## config.mk

```make
export PLATFORM = sky130hd
export DESIGN_NAME = pipelined_add_sub_flat
export DESIGN_NICKNAME = d
export VERILOG_FILES = /design/src/rtl/pipelined_add_sub_if.sv /design/src/rtl/pipelined_add_sub.sv /design/src/flat_wrapper.sv
export SDC_FILE = /design/constraint.sdc
export NUM_CORES = 1
export LEC_CHECK = 0
export CORE_MARGIN = 4
export CORE_UTILIZATION = 41
export DETAILED_ROUTE_END_ITERATION = 10
export PLACE_DENSITY = 0.68
export SYNTH_ARGS = -nofsm -noshare
export SYNTH_HDL_FRONTEND = slang
export SYNTH_SLANG_ARGS = --single-unit
```

## constraint.sdc

```tcl
create_clock -name clk -period 12.7 [get_ports clk]
set_input_delay 3.81 -clock clk [delete_from_list [all_inputs] [get_ports clk]]
set_output_delay 3.81 -clock clk [all_outputs]
set_load 0.01 [all_outputs]
```

## src/rtl/pipelined_add_sub_if.sv

```systemverilog
// Handshake bundle for pipelined_add_sub: operand side (in_*), result side (out_*).
interface pipelined_add_sub_if #(
  parameter int WIDTH = 16
) ();
  logic             in_valid;
  logic             in_ready;
  logic [WIDTH-1:0] a;
  logic [WIDTH-1:0] b;
  logic             cin;
  logic             sub;
  logic             out_valid;
  logic             out_ready;
  logic [WIDTH-1:0] s;
  logic             cout;
  logic             ovf;

  modport master (
    output in_valid, a, b, cin, sub, out_ready,
    input  in_ready, out_valid, s, cout, ovf
  );

  modport slave (
    input  in_valid, a, b, cin, sub, out_ready,
    output in_ready, out_valid, s, cout, ovf
  );
endinterface

```

## src/rtl/pipelined_add_sub.sv

```systemverilog
// Pipelined ripple-carry adder/subtractor, CHUNK bits resolved per stage, valid/ready handshake.
// Optional build macro ADDSUB_SAT_EN: signed saturation of the result on overflow.
module pipelined_add_sub #(
  parameter int WIDTH = 16,
  parameter int CHUNK = 4
) (
  input  logic               clk,
  input  logic               rst,
  pipelined_add_sub_if.slave bus
);
  localparam int STAGES  = WIDTH / CHUNK;
  localparam int LAST_LO = (STAGES - 1) * CHUNK;

  if ((CHUNK < 1) || (WIDTH % CHUNK != 0)) begin : g_bad_cfg
    $error("pipelined_add_sub: WIDTH must be a positive multiple of CHUNK");
  end

  logic adv;
  logic out_valid_q, out_valid_d;
  logic [WIDTH-1:0] s_q, s_d;
  logic cout_q, cout_d;
  logic ovf_q, ovf_d;

  // Whole pipeline moves in lockstep; only a held result at the output can stall it.
  assign adv          = !out_valid_q || bus.out_ready;
  assign bus.in_ready = adv;
  assign bus.out_valid = out_valid_q;
  assign bus.s        = s_q;
  assign bus.cout     = cout_q;
  assign bus.ovf      = ovf_q;

  // work_q carries resolved sum bits below the current slice and untouched a bits above;
  // b_q carries only the b_eff bits not yet consumed, so it narrows each stage.
  for (genvar k = 0; k < STAGES; k++) begin : g_stage
    localparam int LO = k * CHUNK;
    localparam int BW = WIDTH - LO;

    logic             valid_q, valid_d;
    logic             carry_q, carry_d;
    logic [WIDTH-1:0] work_q, work_d;
    logic [BW-1:0]    b_q, b_d;
    logic [CHUNK:0]   slice_sum;

    assign slice_sum = {1'b0, work_q[LO +: CHUNK]} + {1'b0, b_q[CHUNK-1:0]}
                     + {{CHUNK{1'b0}}, carry_q};

    if (k == 0) begin : g_first
      always_comb begin
        // NOTE: every _d gets its hold value first so no path through this block infers a latch.
        valid_d = valid_q;
        carry_d = carry_q;
        work_d  = work_q;
        b_d     = b_q;
        if (adv) begin
          valid_d = bus.in_valid;
          carry_d = bus.sub ? ~bus.cin : bus.cin;
          work_d  = bus.a;
          b_d     = bus.sub ? ~bus.b : bus.b;
        end
      end
    end else begin : g_next
      always_comb begin
        valid_d = valid_q;
        carry_d = carry_q;
        work_d  = work_q;
        b_d     = b_q;
        if (adv) begin
          valid_d                    = g_stage[k-1].valid_q;
          carry_d                    = g_stage[k-1].slice_sum[CHUNK];
          work_d                     = g_stage[k-1].work_q;
          work_d[LO-CHUNK +: CHUNK]  = g_stage[k-1].slice_sum[CHUNK-1:0];
          b_d                        = g_stage[k-1].b_q[BW+CHUNK-1:CHUNK];
        end
      end
    end

    // NOTE: datapath flops are reset too, so a reset leaves no stale operand bits behind.
    always_ff @(posedge clk or posedge rst) begin
      if (rst) begin
        valid_q <= 1'b0;
        carry_q <= 1'b0;
        work_q  <= '0;
        b_q     <= '0;
      end else begin
        // NOTE: non-blocking updates so every stage samples its neighbour's pre-edge value.
        valid_q <= valid_d;
        carry_q <= carry_d;
        work_q  <= work_d;
        b_q     <= b_d;
      end
    end
  end

  logic [WIDTH-1:0] res_raw;
  logic [WIDTH-1:0] res_out;
  logic             a_msb;
  logic             carry_msb;
  logic             cout_calc;
  logic             ovf_calc;

  always_comb begin
    res_raw                      = g_stage[STAGES-1].work_q;
    res_raw[LAST_LO +: CHUNK]    = g_stage[STAGES-1].slice_sum[CHUNK-1:0];
    a_msb                        = g_stage[STAGES-1].work_q[WIDTH-1];
    // Sum MSB = a ^ b_eff ^ carry-in, so the carry into the MSB falls out by XOR.
    carry_msb = res_raw[WIDTH-1] ^ a_msb ^ g_stage[STAGES-1].b_q[CHUNK-1];
    cout_calc = g_stage[STAGES-1].slice_sum[CHUNK];
    ovf_calc  = carry_msb ^ cout_calc;
    res_out   = res_raw;
`ifdef ADDSUB_SAT_EN
    if (ovf_calc) begin
      res_out = {a_msb, {(WIDTH-1){~a_msb}}};
    end
`else
`endif

    out_valid_d = out_valid_q;
    s_d         = s_q;
    cout_d      = cout_q;
    ovf_d       = ovf_q;
    if (adv) begin
      out_valid_d = g_stage[STAGES-1].valid_q;
      s_d         = res_out;
      cout_d      = cout_calc;
      ovf_d       = ovf_calc;
    end
  end

  always_ff @(posedge clk or posedge rst) begin
    if (rst) begin
      out_valid_q <= 1'b0;
      s_q         <= '0;
      cout_q      <= 1'b0;
      ovf_q       <= 1'b0;
    end else begin
      out_valid_q <= out_valid_d;
      s_q         <= s_d;
      cout_q      <= cout_d;
      ovf_q       <= ovf_d;
    end
  end
endmodule

```

## src/flat_wrapper.sv

```systemverilog
// flat-port wrapper written by rule: the top's interface ports become plain ports
module pipelined_add_sub_flat 
#(
  parameter int WIDTH = 16,
  parameter int CHUNK = 4
)
  (clk, rst, bus_in_valid, bus_a, bus_b, bus_cin, bus_sub, bus_out_ready, bus_in_ready, bus_out_valid, bus_s, bus_cout, bus_ovf);
  pipelined_add_sub_if #(.WIDTH(WIDTH)) bus_i ();
  input  logic clk;
  input  logic rst;
  input wire logic [$bits(bus_i.in_valid)-1:0] bus_in_valid;
  input wire logic [$bits(bus_i.a)-1:0] bus_a;
  input wire logic [$bits(bus_i.b)-1:0] bus_b;
  input wire logic [$bits(bus_i.cin)-1:0] bus_cin;
  input wire logic [$bits(bus_i.sub)-1:0] bus_sub;
  input wire logic [$bits(bus_i.out_ready)-1:0] bus_out_ready;
  output wire logic [$bits(bus_i.in_ready)-1:0] bus_in_ready;
  output wire logic [$bits(bus_i.out_valid)-1:0] bus_out_valid;
  output wire logic [$bits(bus_i.s)-1:0] bus_s;
  output wire logic [$bits(bus_i.cout)-1:0] bus_cout;
  output wire logic [$bits(bus_i.ovf)-1:0] bus_ovf;
  assign bus_i.in_valid = bus_in_valid;
  assign bus_i.a = bus_a;
  assign bus_i.b = bus_b;
  assign bus_i.cin = bus_cin;
  assign bus_i.sub = bus_sub;
  assign bus_i.out_ready = bus_out_ready;
  assign bus_in_ready = bus_i.in_ready;
  assign bus_out_valid = bus_i.out_valid;
  assign bus_s = bus_i.s;
  assign bus_cout = bus_i.cout;
  assign bus_ovf = bus_i.ovf;
  pipelined_add_sub #(.WIDTH(WIDTH), .CHUNK(CHUNK)) u_core (.clk(clk), .rst(rst), .bus(bus_i));
endmodule
```

# Word-level counts from Yosys, hierarchy flattened
# Index checks and enable logic that the tools add are counted.
[word_totals]
register_bits = 131
latchBits = 0
ramBits = 0
rom_bits = 0
mem_count = 0
[classes]
add_sub_neg = 8
mul = 0
n_div = 0
magnitude_cmp = 0
n_eq_ne = 0
n_shift = 0
muxes = 2
bitwise = 5
reduce_logical = 2
[ops]
columns = ["op", "n"]
rows = [
  ["$add A4 B4 Y5", 4],
  ["$add A5 B1 Y5", 4],
  ["$mux W16", 1],
  ["$not A16 Y16", 1],
  ["$xor A1 B1 Y1", 3],
  ["$logic_not A1 Y1", 1],
  ["$logic_or A1 B1 Y1", 1],
  ["$mux W1", 1],
  ["$not A1 Y1", 1],
]

# Depth between registers and ports, before layout
[logic_depth]
word_depth = 5
ltp_mapped = 8
ltp_nobuf = 8

# Least setup slack after synthesis
# Ideal clock, no wire load.
[synth_timing]
path_type = "input to output"
start = "input bus_out_ready"
end = "output bus_in_ready"
t_arrival_ns = 4.272
required_time_ns = 8.890
path_slack_ns = 4.618
stages = 3
path_buffers = 1
path_cell_list = "nor2b_1 inv_2 clkbuf_1"
[synth_between]
elab_chain_cells = 1
[synth_rtl]
columns = ["item", "line", "rtl"]
rows = [
  ["start, declared", "flat_wrapper.sv:16", "input wire logic [$bits(bus_i.out_ready)-1:0] bus_out_ready;"],
  ["$logic_or A1 B1 Y1", "pipelined_add_sub.sv:25", "assign adv = !out_valid_q || bus.out_ready;"],
  ["end, declared", "flat_wrapper.sv:17", "output wire logic [$bits(bus_i.in_ready)-1:0] bus_in_ready;"],
]
# No other way between the ends.

# Final worst setup path
# Same ends and word-level chain as after synthesis.

==> impl_metrics.env <==
export IMPL_status="complete, no violations"
export IMPL_gp_congestion=0.741
export IMPL_place_area_mm2=0.00621
export IMPL_syn_area_per_cell_um2=9.32
export IMPL_worstPathMaxFanout=65
export IMPL_hold_slack_ns=0.460
export IMPL_final_common_cell="nand2_1"
export IMPL_fin_skew_ns=0.00784
export IMPL_maxCapViolCount=0
export IMPL_track_usage_pct=15.0
export IMPL_antenna_found_initial=0
export IMPL_cts_buffer_depth=2
export IMPL_cts_resized=0
export IMPL_cp_num_buf_inv=4
export IMPL_end_kind="primary output"
export IMPL_syn_area_mm2=0.00553
export IMPL_grt_pass1_vias=4014
export IMPL_final_setup_tns_ns=0
export IMPL_r2r_start="u_core.bus.out_valid$_DFFE_PP0P_"
export IMPL_clk_pin_slew_worst_paths_ns=0.05
export IMPL_min_path_type="register to register"
export IMPL_reg2regPathDepth=6
export IMPL_chipWidth_um=124
export IMPL_core_mm2=0.0132
export IMPL_power_switching_mw=0.576
export IMPL_num_antenna_cells=0
export IMPL_layout_common_cells="nand2_1, dfrtp_1, clkdlybuf4s50_1"
export IMPL_vias=3915
export IMPL_cp_depth=5
export IMPL_crit_path_end="bus_in_ready"
export IMPL_nNetsFinal=701
export IMPL_io_pins=58
export IMPL_critPathRequiredTime_ns=8.89
export IMPL_postLayoutCellArea_mm2=0.00677
export IMPL_rsz0062_at_grt="no"
export IMPL_internal_power_mw=1.16
export IMPL_cts_sinks=131
export IMPL_ys_warn_count=0
export IMPL_crit_type="primary input to primary output"
export IMPL_start_util_pct=41.7
export IMPL_path_cells="clkdlybuf4s50_1, nor2b_4, buf_4, clkinv_2, clkdlybuf4s50_1"
export IMPL_clkPwrFrac_pct=26.2
export IMPL_numPortBuffers=57
export IMPL_dpl_hpwl_um=6680
export IMPL_drive_gt1_share_pct=5.18
export IMPL_routedWlPerCell_um=12.3
export IMPL_crit_start="bus_out_ready"
export IMPL_swShare_pct=33.1
export IMPL_r2r_setup_slack_ns=10.02
export IMPL_overflow=0
export IMPL_via_per_inst=4.71
export IMPL_finalWorstSetupSlack_ns=2.64
export IMPL_fillers=1241
export IMPL_cp_top_family="buffers and inverters"
export IMPL_min_period_ns=10.06
export IMPL_worstReg2RegEnd="u_core.g_stage[3].work_q[8]$_DFFE_PP0P_"
export IMPL_drt_pass1_iter_count=4
export IMPL_pwr_density_cell_mw_per_mm2=257
export IMPL_cts_htree_levels=4
export IMPL_drtIter0Drc=288
export IMPL_grt_max_degree=78
export IMPL_vdd_drop_max_mv=0.106
export IMPL_dp_slack_ns=2.60
export IMPL_postSynthCellCount=593
export IMPL_worst_pin_slew_ns=1.02
export IMPL_cts_setup_buffers=0
export IMPL_instances_no_fill=832
export IMPL_crit_path_frequent_cell="clkdlybuf4s50_1"
export IMPL_cts_made_buffers=17
export IMPL_fp_dieH_um=124
export IMPL_slowest_delay_ns=0.67
export IMPL_worstSkewPairLatency_ns=0.41
export IMPL_fin_crit_sh_pct=79.2
export IMPL_areaGrowthSynthToFinish_pct=22.6
export IMPL_drc=0
export IMPL_synthesis_nets=651
export IMPL_maxSlewViolCount=0
export IMPL_hold_viol=0
export IMPL_synth_seq_area_share_pct=59.3
export IMPL_fmax_ghz=0.0994
export IMPL_ys_types=21
export IMPL_startpoint_type="primary input"
export IMPL_rows=42
export IMPL_crit_path_top_delay_cell="clkinv_2"
export IMPL_dp_cells=800
export IMPL_root_buffer="clkbuf_16"
export IMPL_wl_um=10200
export IMPL_critPathArrivalTime_ns=6.25
export IMPL_slew_headroom_pct=31.5
export IMPL_cts_hold_buf=0
export IMPL_setup_viol=0
export IMPL_dieArea_mm2=0.0154
export IMPL_grt_pass1_wl_um=18000
export IMPL_synth_ff_latch_count=131
export IMPL_seq_power_share_pct=40.9
export IMPL_ant_nets=0
export IMPL_combPwrFrac_pct=32.8
export IMPL_p_leak_nw=3.39
export IMPL_cts_tree="done"
## registers in the layout (all words and copies together) (netlist names)
register,flops
u_core.bus.cout,1
u_core.g_stage.work_q,64
u_core.g_stage.carry_q,4
u_core.g_stage.b_q,40
u_core.bus.s,16
u_core.g_stage.valid_q,4
u_core.bus.out_valid,1
u_core.bus.ovf,1
## Yosys cell counts
master / n / area share, %
inv_1: 15 / 1.0
buf_2: 15 / 1.4
a211oi_1: 1 / 0.14
a21o_1: 6 / 0.82
xnor2_1: 19 / 3.0
inv_2: 1 / 0.068
a21oi_2: 1 / 0.16
buf_4: 4 / 0.54
nor2_1: 11 / 0.75
o21ai_1: 1 / 0.090
ha_1: 12 / 2.7
xor2_1: 6 / 0.95
xnor3_1: 1 / 0.41
nand2b_1: 1 / 0.11
a21oi_1: 14 / 1.3
clkbuf_1: 11 / 0.75
nor2b_1: 3 / 0.34
dfrtp_1: 131 / 59
o21ai_0: 32 / 2.9
fa_1: 8 / 2.9
nand2_1: 300 / 20
## how the worst min path moves through the flow
stage | from | end | slack, ns | cells after the start
6_report | u_core.bus.s[4]$_DFFE_PP0P_ | u_core.bus.s[4]$_DFFE_PP0P_ | 0.46 | 2
5_1_grt | u_core.g_stage[1].b_q[9]$_DFFE_PP0P_ | u_core.g_stage[1].b_q[9]$_DFFE_PP0P_ | 0.49 | 2
4_1_cts | u_core.g_stage[0].work_q[10]$_DFFE_PP0P_ | u_core.g_stage[0].work_q[10]$_DFFE_PP0P_ | 0.47 | 2
3_5_place_dp | u_core.g_stage[0].work_q[10]$_DFFE_PP0P_ | u_core.g_stage[0].work_q[10]$_DFFE_PP0P_ | 0.46 | 2
3_3_place_gp | u_core.bus.s[4]$_DFFE_PP0P_ | u_core.bus.s[4]$_DFFE_PP0P_ | 0.45 | 2
2_1_floorplan | u_core.g_stage[3].valid_q$_DFFE_PP0P_ | u_core.g_stage[3].valid_q$_DFFE_PP0P_ | 0.43 | 2
## layout make-up
cell class | count | area (um2) | share of cell area [%]
clock inverters | 4 | 45.0 | 0.665
repair buffers | 61 | 601 | 8.87
flip-flops and latches | 131 | 3280 | 48.4
well taps | 176 | 220 | 3.25
clock buffers | 28 | 517 | 7.63
inverters | 16 | 63.8 | 0.942
multi-input cells | 416 | 2050 | 30.2
## worst reg2reg max path, stage by stage, from the launching register on
cell and delay (ns):
dfrtp_1 0.35, nor2b_4 0.14, buf_4 0.49, clkinv_2 0.70, buf_4 0.59, nor2_1 0.21, a21oi_1 0.06
## routing by layer
metal | GRT usage, % | share of wire (%) | up-vias
met5 | 0 | 0 | -
met4 | 4.93 | 1.0 | 0
met3 | 5.54 | 4.7 | 10
met2 | 24.9 | 49 | 77
met1 | 18.3 | 45 | 1893
li1 | - | - | 1935
## stage by stage
step                      total power [mW]  util, %
after global routing                  1.89     51.1
after CTS                             1.77     51.1
final                                 1.74     51.1
after global placement                1.27     46.9
after detailed placement              1.30     46.9
after floorplan                       1.11        -
## power by group through the flow
| stage | Clock (mW) | Sequential (mW) | Combinational [mW] |
|---|---|---|---|
| after floorplan | 0 | 0.704 | 0.404 |
| after global placement | 0 | 0.711 | 0.558 |
| after detailed placement | 0 | 0.719 | 0.579 |
| after CTS | 0.469 | 0.713 | 0.583 |
| after global routing | 0.486 | 0.736 | 0.669 |
| final | 0.457 | 0.712 | 0.571 |
## kinds of logic after synthesis
logic type | synth area share [%]
compound gates | 5.37
xor+xnor | 4.37
fa+ha+maj | 5.62
buf+inv | 3.74
flops | 59.3
simple gates | 21.6
Note: power is estimated with default switching activity, not from simulation.
